<file path="config.mk">
export PLATFORM = sky130hd
export DESIGN_NAME = stark_fpu_issue_arb
export DESIGN_NICKNAME = d
export VERILOG_FILES = /design/src/rtl/stark_fpu_issue_arb_pkg.sv /design/src/rtl/stark_fpu_issue_arb_rr_arbiter.sv /design/src/rtl/stark_fpu_issue_arb.sv
export SDC_FILE = /design/constraint.sdc
export NUM_CORES = 1
export LEC_CHECK = 0
export CELL_PAD_IN_SITES_DETAIL_PLACEMENT = 1
export CELL_PAD_IN_SITES_GLOBAL_PLACEMENT = 1
export CORE_ASPECT_RATIO = 0.8
export CORE_MARGIN = 4
export CORE_UTILIZATION = 47
export CTS_BUF_LIST = sky130_fd_sc_hd__clkbuf_8 sky130_fd_sc_hd__clkbuf_16
export DETAILED_ROUTE_END_ITERATION = 8
export GPL_ROUTABILITY_DRIVEN = 0
export GPL_TIMING_DRIVEN = 0
export HOLD_SLACK_MARGIN = 0.1
export PLACE_DENSITY = 0.9
export RECOVER_POWER = 100
export SLEW_MARGIN = 20
export SYNTH_ARGS = -nofsm -noshare
export SYNTH_HDL_FRONTEND = slang
export SYNTH_SLANG_ARGS = --single-unit
</file>
<file path="constraint.sdc">
create_clock -name clk -period 9.9 [get_ports clk]
set_clock_uncertainty 0.2 [all_clocks]
set_input_delay 1.485 -clock clk [delete_from_list [all_inputs] [get_ports clk]]
set_output_delay 1.485 -clock clk [all_outputs]
set_load 0.02 [all_outputs]
</file>
<file path="src/rtl/stark_fpu_issue_arb_pkg.sv">
// Stark_pkg: types and constants shared by the Stark FPU issue arbiter.
//
// Contents:
//   FPU_ARB_LAT     default pipelined-op latency (issue to result, clocks)
//   FPU_ARB_RW      ROB index width carried by a conveyor entry; RW must not exceed it
//   fpu_arb_state_t iterative-op sequencer states (IDLE, BUSY, WB)
//   fpu_inflight_t  one conveyor slot: valid, sticky kill, ROB index
package Stark_pkg;

  localparam int FPU_ARB_LAT = 2;
  localparam int FPU_ARB_RW  = 6;

  typedef enum logic [1:0] {
    IDLE = 2'd0,
    BUSY = 2'd1,
    WB   = 2'd2
  } fpu_arb_state_t;

  typedef struct packed {
    logic                  v;
    logic                  kill;
    logic [FPU_ARB_RW-1:0] rndx;
  } fpu_inflight_t;

endpackage

</file>
<file path="src/rtl/stark_fpu_issue_arb_rr_arbiter.sv">
// stark_rr_arbiter: NREQ-wide round-robin arbiter with an enable.
//
// Ports:
//   clk, rst  clock and synchronous active-high reset (pointer returns to 0)
//   en        when low nothing is granted and the pointer holds
//   req       request vector
//   gnt       one-hot grant (combinational)
//   win       index of the granted requester (valid when any=1)
//   any       a grant is given this cycle
module stark_rr_arbiter #(
  parameter  int NREQ = 4,
  localparam int IW   = $clog2(NREQ)
) (
  input  logic            clk,
  input  logic            rst,
  input  logic            en,
  input  logic [NREQ-1:0] req,
  output logic [NREQ-1:0] gnt,
  output logic [IW-1:0]   win,
  output logic            any
);

  logic [IW-1:0] ptr;
  logic [IW-1:0] cand;
  logic          found;

  // Scan from the pointer upwards (wrapping) and take the first request seen.
  always_comb begin
    found = 1'b0;
    win   = '0;
    cand  = '0;
    for (int off = 0; off < NREQ; off++) begin
      cand = IW'((int'(ptr) + off) % NREQ);
      if (!found && req[cand]) begin
        found = 1'b1;
        win   = cand;
      end
    end
    any = found & en;
    gnt = '0;
    if (any) gnt[win] = 1'b1;
  end

  // The pointer only moves past a winner that was actually granted.
  always_ff @(posedge clk) begin
    if (rst) begin
      ptr <= '0;
    end else if (any) begin
      ptr <= (win == IW'(NREQ - 1)) ? '0 : win + 1'b1;
    end
  end

endmodule

</file>
<file path="src/rtl/stark_fpu_issue_arb.sv">
// stark_fpu_issue_arb: issue arbiter and sequencer in front of the Stark meta-FPU.
//
// Picks one reservation-station requester per cycle, registers it onto the
// single FPU issue port, tracks pipelined ops in a LAT-deep conveyor and
// serialises iterative ops (div/sqrt) through an IDLE/BUSY/WB sequencer.
// Stomped ops still write back, but with wb_kill set.
//
// Build option: define STARK_FPU_FIXED_PRIO_EN for fixed priority (lowest
// index wins, no round-robin pointer); otherwise round-robin.
//
// Ports:
//   clk, rst    clock, synchronous active-high reset
//   req, iter   per-requester ready / op-is-iterative
//   rndx        per-requester ROB index, slot i at [i*RW +: RW]
//   stomp       ROB kill mask, one bit per ROB index
//   gnt         one-hot combinational grant (requester dequeues on it)
//   fpu_issue   registered issue strobe; fpu_sel its requester index
//   fpu_idle    nothing in flight
//   fpu_done    iterative op finished (ignored unless BUSY)
//   wb_v, wb_rndx, wb_kill  writeback valid / ROB index / killed
module stark_fpu_issue_arb
  import Stark_pkg::*;
#(
  parameter  int NREQ = 4,
  parameter  int LAT  = FPU_ARB_LAT,
  parameter  int RW   = FPU_ARB_RW,
  localparam int IW   = $clog2(NREQ)
) (
  input  logic               clk,
  input  logic               rst,
  input  logic [NREQ-1:0]    req,
  input  logic [NREQ-1:0]    iter,
  input  logic [NREQ*RW-1:0] rndx,
  input  logic [2**RW-1:0]   stomp,
  output logic [NREQ-1:0]    gnt,
  output logic               fpu_issue,
  output logic [IW-1:0]      fpu_sel,
  output logic               fpu_idle,
  input  logic               fpu_done,
  output logic               wb_v,
  output logic [RW-1:0]      wb_rndx,
  output logic               wb_kill
);

  fpu_arb_state_t state;

  logic [RW-1:0]   rndx_a [NREQ];
  logic [NREQ-1:0] elig;
  logic            pipe_empty;
  logic            grant;
  logic [IW-1:0]   win;

  logic            iss_v;
  logic            iss_iter;
  logic [RW-1:0]   iss_rndx;

  fpu_inflight_t   conv [LAT];
  fpu_inflight_t   conv_out;
  logic [LAT-1:0]  conv_v;

  logic [RW-1:0]   busy_rndx;
  logic            busy_kill;

  // Unpack the flattened ROB index bus and gather conveyor valids.
  always_comb begin
    for (int i = 0; i < NREQ; i++) rndx_a[i] = rndx[i*RW +: RW];
    for (int k = 0; k < LAT; k++) conv_v[k] = conv[k].v;
    pipe_empty = ~iss_v & ~(|conv_v);
    conv_out   = conv[LAT-1];
  end

  // Iterative ops may only enter an empty pipe so their writeback can never
  // collide with a pipelined result; a request stomped this cycle is skipped.
  always_comb begin
    for (int i = 0; i < NREQ; i++) begin
      elig[i] = req[i] & ~stomp[rndx_a[i]] & (state == IDLE) & (~iter[i] | pipe_empty);
    end
  end

`ifdef STARK_FPU_FIXED_PRIO_EN
  // Lowest eligible index wins.
  always_comb begin
    gnt   = '0;
    grant = 1'b0;
    win   = '0;
    for (int i = NREQ - 1; i >= 0; i--) begin
      if (elig[i]) begin
        grant = 1'b1;
        win   = IW'(i);
      end
    end
    if (grant) gnt[win] = 1'b1;
  end
`else
  stark_rr_arbiter #(
    .NREQ (NREQ)
  ) u_rr (
    .clk  (clk),
    .rst  (rst),
    .en   (state == IDLE),
    .req  (elig),
    .gnt  (gnt),
    .win  (win),
    .any  (grant)
  );
`endif

  // Issue stage: fpu_sel keeps the last winner so the operand mux stays put.
  always_ff @(posedge clk) begin
    if (rst) begin
      iss_v    <= 1'b0;
      iss_iter <= 1'b0;
      iss_rndx <= '0;
      fpu_sel  <= '0;
    end else begin
      iss_v <= grant;
      if (grant) begin
        fpu_sel  <= win;
        iss_iter <= iter[win];
        iss_rndx <= rndx_a[win];
      end
    end
  end

  assign fpu_issue = iss_v;

  // Conveyor for pipelined ops. Kill bits are sticky: a stomp seen in any
  // in-flight cycle (issue stage included) follows the entry to writeback.
  always_ff @(posedge clk) begin
    if (rst) begin
      for (int k = 0; k < LAT; k++) conv[k] <= '0;
    end else begin
      conv[0].v    <= iss_v & ~iss_iter;
      conv[0].kill <= stomp[iss_rndx];
      conv[0].rndx <= FPU_ARB_RW'(iss_rndx);
      for (int k = 1; k < LAT; k++) begin
        conv[k].v    <= conv[k-1].v;
        conv[k].kill <= conv[k-1].kill | stomp[conv[k-1].rndx[RW-1:0]];
        conv[k].rndx <= conv[k-1].rndx;
      end
    end
  end

  // Iterative sequencer. BUSY is entered on the grant edge so no pipelined op
  // can slip in behind the iterative one while it sits in the issue stage.
  // A stomp during BUSY only marks the result; the FPU runs to completion.
  always_ff @(posedge clk) begin
    if (rst) begin
      state     <= IDLE;
      busy_rndx <= '0;
      busy_kill <= 1'b0;
    end else begin
      case (state)
        IDLE: begin
          if (grant && iter[win]) begin
            state     <= BUSY;
            busy_rndx <= rndx_a[win];
            busy_kill <= 1'b0;
          end
        end
        BUSY: begin
          busy_kill <= busy_kill | stomp[busy_rndx];
          if (fpu_done) state <= WB;
        end
        WB:      state <= IDLE;
        default: state <= IDLE;
      endcase
    end
  end

  // Writeback mux; a stomp landing on the writeback cycle itself also kills.
  always_comb begin
    if (state == WB) begin
      wb_v    = 1'b1;
      wb_rndx = busy_rndx;
      wb_kill = busy_kill | stomp[busy_rndx];
    end else begin
      wb_v    = conv_out.v;
      wb_rndx = conv_out.rndx[RW-1:0];
      wb_kill = conv_out.v & (conv_out.kill | stomp[conv_out.rndx[RW-1:0]]);
    end
    fpu_idle = (state == IDLE) & pipe_empty;
  end

endmodule

</file>
== Word-level counts from Yosys, hierarchy flattened ==
Memory sizes are Yosys's and may differ from the RTL's.
Cells that the tools add are included.
Word-level totals
  bits in writable memories: 16
  output and inout port bits: 16
  memories: 1
  register bits: 21
  input port bits: 99
  logic and storage cells: 147
Memories
  conv: words 2, width 8, read ports 2, clocked after memory_dff 0, write ports 2, RTL line stark_fpu_issue_arb.sv:57  | fpu_inflight_t conv [LAT];
Cells by class
  reductions and logical operators: 14
  bitwise operators: 42
  order comparisons: 15
  multiplexer cells: 58
  equal/unequal tests: 5
  $add $sub $neg: 4
Operators by type and width (count)
  < comparator 6 x 7 -> 1 bit (second input constant): 8
  binary-select mux 1 bit (select 6 bit): 8
  2-to-1 mux 6 bit: 5
  2-to-1 mux 1 bit: 28
  bitwise AND 1 bit: 17
  < comparator 2 x 3 -> 1 bit (second input constant): 5
  2-to-1 mux 2 bit: 7
  OR 1 bit: 13
  binary-select mux 6 bit (select 2 bit): 1
  NOT 1 bit: 11
  binary-select mux 1 bit (select 2 bit): 5
  AND reduction 2 bit: 3
  logical AND 1 bit: 5
  adder 2 x 1 -> 2 bit (second input constant): 2
  adder 2 bit (second input constant): 2
  equality test 2 bit (second input constant): 2
  2-to-1 mux 4 bit: 1
  inequality test 2 bit (second input constant): 2
  case mux 2 bit (2 select lines): 1
  >= comparator 3 bit (second input constant): 1
  logical NOT 1 bit: 3
  NOT 2 -> 3 bit: 1
  demux 1 bit (select 2 bit): 1
  equality test 2 x 1 -> 1 bit (second input constant): 1
  5 further kinds: 5

== Longest topological paths before layout ==
  depth in word-level cells: 23
  depth in mapped cells: 14
  gate-level depth less buffers: 11

== By module ==
A second synthesis with hierarchy kept.
Second synthesis, totals
  cell total of the unflattened synthesis: 424
  area total of the unflattened synthesis: 5944.5 um2
Modules (own cells, without submodules)
  stark_fpu_issue_arb: cells each 389, sequential area each 700.7 um2, instances 1, area each 5665.4 um2
  stark_rr_arbiter: cells each 35, sequential area each 40.0 um2, instances 1, area each 279.0 um2

== Worst setup path before layout ==
Ideal clock, no wire load.
  path type: input -> output
  start: input port rndx[14]
  end: output port gnt[0]
  slack: 3.979 ns
  data required time: 8.215 ns
  stages: 13
  path buffers: 4
  data arrival time: 4.236 ns
  cells stage by stage: buf_2 > clkbuf_1 > mux4_2 > mux2i_1 > mux2i_1 > a2111oi_0 > a31oi_1 > a222oi_1 > nand3_1 > buf_2 > buf_2 > ha_1 > and2_1
On the way
  word-level cells in the longest chain between the ends: 23
  elaborated cells between the ends (all ways): 35
  classes of those cells: order compare (2); mux (21); bitwise (5); reduce/logical (7)
Ends and longest elaborated chain
  start, declared: RTL line stark_fpu_issue_arb.sv:33  | input logic [NREQ*RW-1:0] rndx,
  binary-select mux 1 bit (select 6 bit) *: RTL line stark_fpu_issue_arb.sv:76  | elig[i] = req[i] & ~stomp[rndx_a[i]] & (state == IDLE) & (~iter[i] | pipe_empty);
  2-to-1 mux 1 bit (not written as such) *: RTL line stark_fpu_issue_arb.sv:76
  NOT 1 bit *: RTL line stark_fpu_issue_arb.sv:76
  bitwise AND 1 bit * (3 in a row): RTL line stark_fpu_issue_arb.sv:76
  binary-select mux 1 bit (select 2 bit): RTL line stark_fpu_issue_arb_rr_arbiter.sv:34  | if (!found && req[cand]) begin
  2-to-1 mux 1 bit (not written as such): RTL line stark_fpu_issue_arb_rr_arbiter.sv:34
  2-to-1 mux 1 bit: RTL line stark_fpu_issue_arb_rr_arbiter.sv:34
  logical NOT 1 bit: RTL line stark_fpu_issue_arb_rr_arbiter.sv:34
  [... 5 more ...]
  logical NOT 1 bit: RTL line stark_fpu_issue_arb_rr_arbiter.sv:34
  logical AND 1 bit: RTL line stark_fpu_issue_arb_rr_arbiter.sv:34
  2-to-1 mux 2 bit: RTL line stark_fpu_issue_arb_rr_arbiter.sv:34
  < comparator 2 x 3 -> 1 bit (not written as such) / >= comparator 2 x 1 -> 1 bit (equally long branches): RTL line stark_fpu_issue_arb_rr_arbiter.sv:41  | if (any) gnt[win] = 1'b1;
  logical AND 1 bit (not written as such): RTL line stark_fpu_issue_arb_rr_arbiter.sv:41
  2-to-1 mux 1 bit (not written as such): RTL line stark_fpu_issue_arb_rr_arbiter.sv:41
  demux 1 bit (select 2 bit)
  2-to-1 mux 4 bit *: RTL line stark_fpu_issue_arb_rr_arbiter.sv:41
  end, declared: RTL line stark_fpu_issue_arb.sv:35  | output logic [NREQ-1:0] gnt,
Mark *: on every way between the ends. The rest lies on a longest branch, timed or not. The select of a mux whose other input is x is not followed.

== Worst setup path after layout ==
  start: input port rndx[2]
  end: output port gnt[3]
On the way
  word-level cells in the longest chain between the ends: 23
  elaborated cells between the ends (all ways): 35
  classes of those cells: order compare (2); mux (21); bitwise (5); reduce/logical (7)
Ends and longest elaborated chain
  binary-select mux 1 bit (select 6 bit) *: RTL line stark_fpu_issue_arb.sv:76
  2-to-1 mux 1 bit (not written as such) *: RTL line stark_fpu_issue_arb.sv:76
  NOT 1 bit *: RTL line stark_fpu_issue_arb.sv:76
  bitwise AND 1 bit * (3 in a row): RTL line stark_fpu_issue_arb.sv:76
  binary-select mux 1 bit (select 2 bit): RTL line stark_fpu_issue_arb_rr_arbiter.sv:34
  2-to-1 mux 1 bit (not written as such): RTL line stark_fpu_issue_arb_rr_arbiter.sv:34
  2-to-1 mux 1 bit: RTL line stark_fpu_issue_arb_rr_arbiter.sv:34
  logical NOT 1 bit: RTL line stark_fpu_issue_arb_rr_arbiter.sv:34
  [... 6 more ...]
  logical AND 1 bit: RTL line stark_fpu_issue_arb_rr_arbiter.sv:34
  2-to-1 mux 2 bit *: RTL line stark_fpu_issue_arb_rr_arbiter.sv:34
  net u_rr.win[0]: RTL line stark_fpu_issue_arb_rr_arbiter.sv:19  | output logic [IW-1:0] win,
  < comparator 2 x 3 -> 1 bit (not written as such) / >= comparator 2 x 1 -> 1 bit (equally long branches): RTL line stark_fpu_issue_arb_rr_arbiter.sv:41
  logical AND 1 bit (not written as such): RTL line stark_fpu_issue_arb_rr_arbiter.sv:41
  2-to-1 mux 1 bit (not written as such): RTL line stark_fpu_issue_arb_rr_arbiter.sv:41
  demux 1 bit (select 2 bit) *
  2-to-1 mux 4 bit *: RTL line stark_fpu_issue_arb_rr_arbiter.sv:41
The timed path passes the listed nets; every way through them passes the cells marked *. The select of a mux whose other input is x is not followed.

==> impl_metrics.yaml <==
outcome:
  status: "completed"
floorplanning:
  die_w_um: 134
  die_h_um: 109
  start_util_pct: 48.4
  rows: 36
  coreArea_sq_um: 12300
  io_pins: 115
  dieArea_sq_um: 14500
critical_path:
  crit-reg2reg-launch: "conv[1][7]$_SDFF_PP0_"
  cp_slowest_cell: "dlygate4sd3_1"
  critPathTopFamily: "buffers and inverters"
  crit_chain: "dlygate4sd3_1, clkbuf_1, mux4_2, mux2_2, o22ai_1, o2111a_1, o21a_2, a2bb2oi_1, o211ai_1, clkbuf_1, inv_1, ha_1, and2_1, dlygate4sd3_1"
  worst_setup_path_end_kind: "output pin"
  crit_path_start: "rndx[2]"
  required_ns: 8.22
  worstSetupPathType: "in2out"
  crit_fanout: 11
  slowest_delay_ns: 0.69
  worstPathArrival_ns: 6.78
  worst_setup_path_start_kind: "primary input"
  crit_buf_inv: 5
route:
  routed_wl_um: 24900
  drt-initial-drc-count: 880
  drtPass1Iterations: 5
  num_vias: 5812
  antenna_left: 0
  wl_per_cell_um: 33.6
  drc_errors: 0
  vias_per_cell: 7.84
cells_and_area:
  finalNetCount: 672
  drive_gt1_share_pct: 34.4
  syn_to_final_growth_pct: 23.9
  fin_area_sq_um: 7380
  diodes: 0
placement:
  hpwlAfterDp_um: 19500
  place_area_sq_um: 7220
  pre_cts_slack_ns: 2.49
  io_buffers: 105
flow_run:
  cap_violations: 0
synthesis:
  synth.most_common_cell: "mux4_2"
  yosysWarnings: 0
  synthFlopType: "dfxtp_1"
  synth-edff-count: 0
  synth_cell_types: 47
  syn_area_sq_um: 5950
  synth_area_leaders: "mux4_2, dfxtp_1, mux2i_1"
  synth_seq_cells: 37
  avgSynthCellArea_sq_um: 13.0
  syn_nets: 560
  yosysSeqAreaShare_pct: 12.4
  synth_area_leader_cell: "mux4_2"
  synth_top_area_share_pct: 56.0
  netlist_instances: 457
  netlist_top_cells_count: "mux4_2, dfxtp_1, mux2i_1"
  async_reset_ff_share_pct: 0
timing:
  period_share_pct: 85.5
  finalSetupTns_ns: 0
  whs_ns: 0.241
  hold_violations: 0
  setup_slack_ns: 1.43
  max_slew_margin_pct: 35.7
  slew_viol_final: 0
  setup_viol: 0
  grt_setup_unrepaired: "no"
  layout_min_cycle_time_ns: 8.47
  tightest_slew_ns: 0.965
  fmax_ghz: 0.118
worst_hold_path:
  min-delay-start: "iss_iter$_SDFFE_PP0P_"
  hold_path_class: "reg2reg"
global_route:
  grt_overflow: 0
  grt_use_total_pct: 35.1
  grt_pass1_wl_um: 38200
  grt_pass1_vias: 6353
  antenna_found_initial: 2
  grt_max_degree: 14
cts:
  clk_latency_ns: 0.29
  postCtsSetupRepairBufs: 0
  cts_inserted_buffers: 5
  cts_resized: 0
  cts_tree: "built"
  htree_num_levels: 2
  cts_root_buf: "clkbuf_16"
  path_clk_slew_ns: 0.06
  cts.sink_count: 37
  hold_buffers: 0
  clockBufferDepth: 2
power:
  total_power_mw: 1.24
  max-vdd-ir-drop_mv: 0.0938
  p_leak_nw: 2.53
  p_per_area_nw_per_um2: 168
-- layout make-up --
type / count / area (sq um)
Multi-Input combinational cell: 360 / 4900
Sequential cell: 37 / 741
Buffer: 50 / 238
Clock buffer: 5 / 125
Clock inverter: 3 / 68.8
Fill cell: 1243 / 4920
Inverter: 10 / 37.5
Timing Repair Buffer: 105 / 1050
Tap cell: 171 / 214
-- state kept, by name, indices dropped and copies added (netlist names) --
name / count
busy_rndx: 6
u_rr.ptr: 2
state: 2
iss_iter: 1
iss_rndx: 6
busy_kill: 1
fpu_sel: 2
conv: 16
fpu_issue: 1
-- path summary, 6_finish.rpt --
kind	to	slack (ns)	cells after the start
worst max register to register	busy_rndx[5]$_SDFFE_PP0P_	5.88	11
worst max-delay path	gnt[3]	1.43	14
worst min register to register	conv[0][7]$_SDFF_PP0_	0.24	1
worst min-delay path	conv[0][7]$_SDFF_PP0_	0.24	1
-- placed cells by master, fill, tap and decap left out, types with 13 or more instances in the layout --
cell	synthesis	layout
mux2i_1	33	33
clkdlybuf4s50_1	0	87
nor2_1	15	15
dfxtp_1	37	37
dlygate4sd3_1	0	18
mux2_2	16	15
nor2b_1	15	15
clkbuf_1	20	26
mux4_2	148	148
buf_2	14	13
nand2_1	20	20
-- stage by stage --
stage	cells	util (%)
4_1_cts	741	60.3
3_5_place_dp	733	58.7
2_1_floorplan	457	-
5_1_grt	741	60.0
6_report	741	60.0
3_3_place_gp	733	58.7
-- metal layers --
metal	share of wire, %	up-vias	GRT usage [%]
met3	13	170	9.73
li1	-	2205	-
met4	6.6	4	15.3
met5	0.11	-	0
met2	46	591	58.2
met1	35	2842	43.6
-- kinds of logic after synthesis --
kind of cell,Yosys count,synth area share (%)
buf+inv,60,4.96
flops,37,12.4
fa+ha+maj,4,0.841
mux,197,64.6
simple gates,88,7.74
compound gates,71,9.42
-- power breakdown --
group	total [mW]	switching [mW]	leakage, nW	internal, mW
clock network	0.216	0.0710	0.0944	0.145
registers	0.231	0.0411	0.304	0.190
logic	0.791	0.392	2.13	0.399
Note: power is estimated with default switching activity, not from simulation.
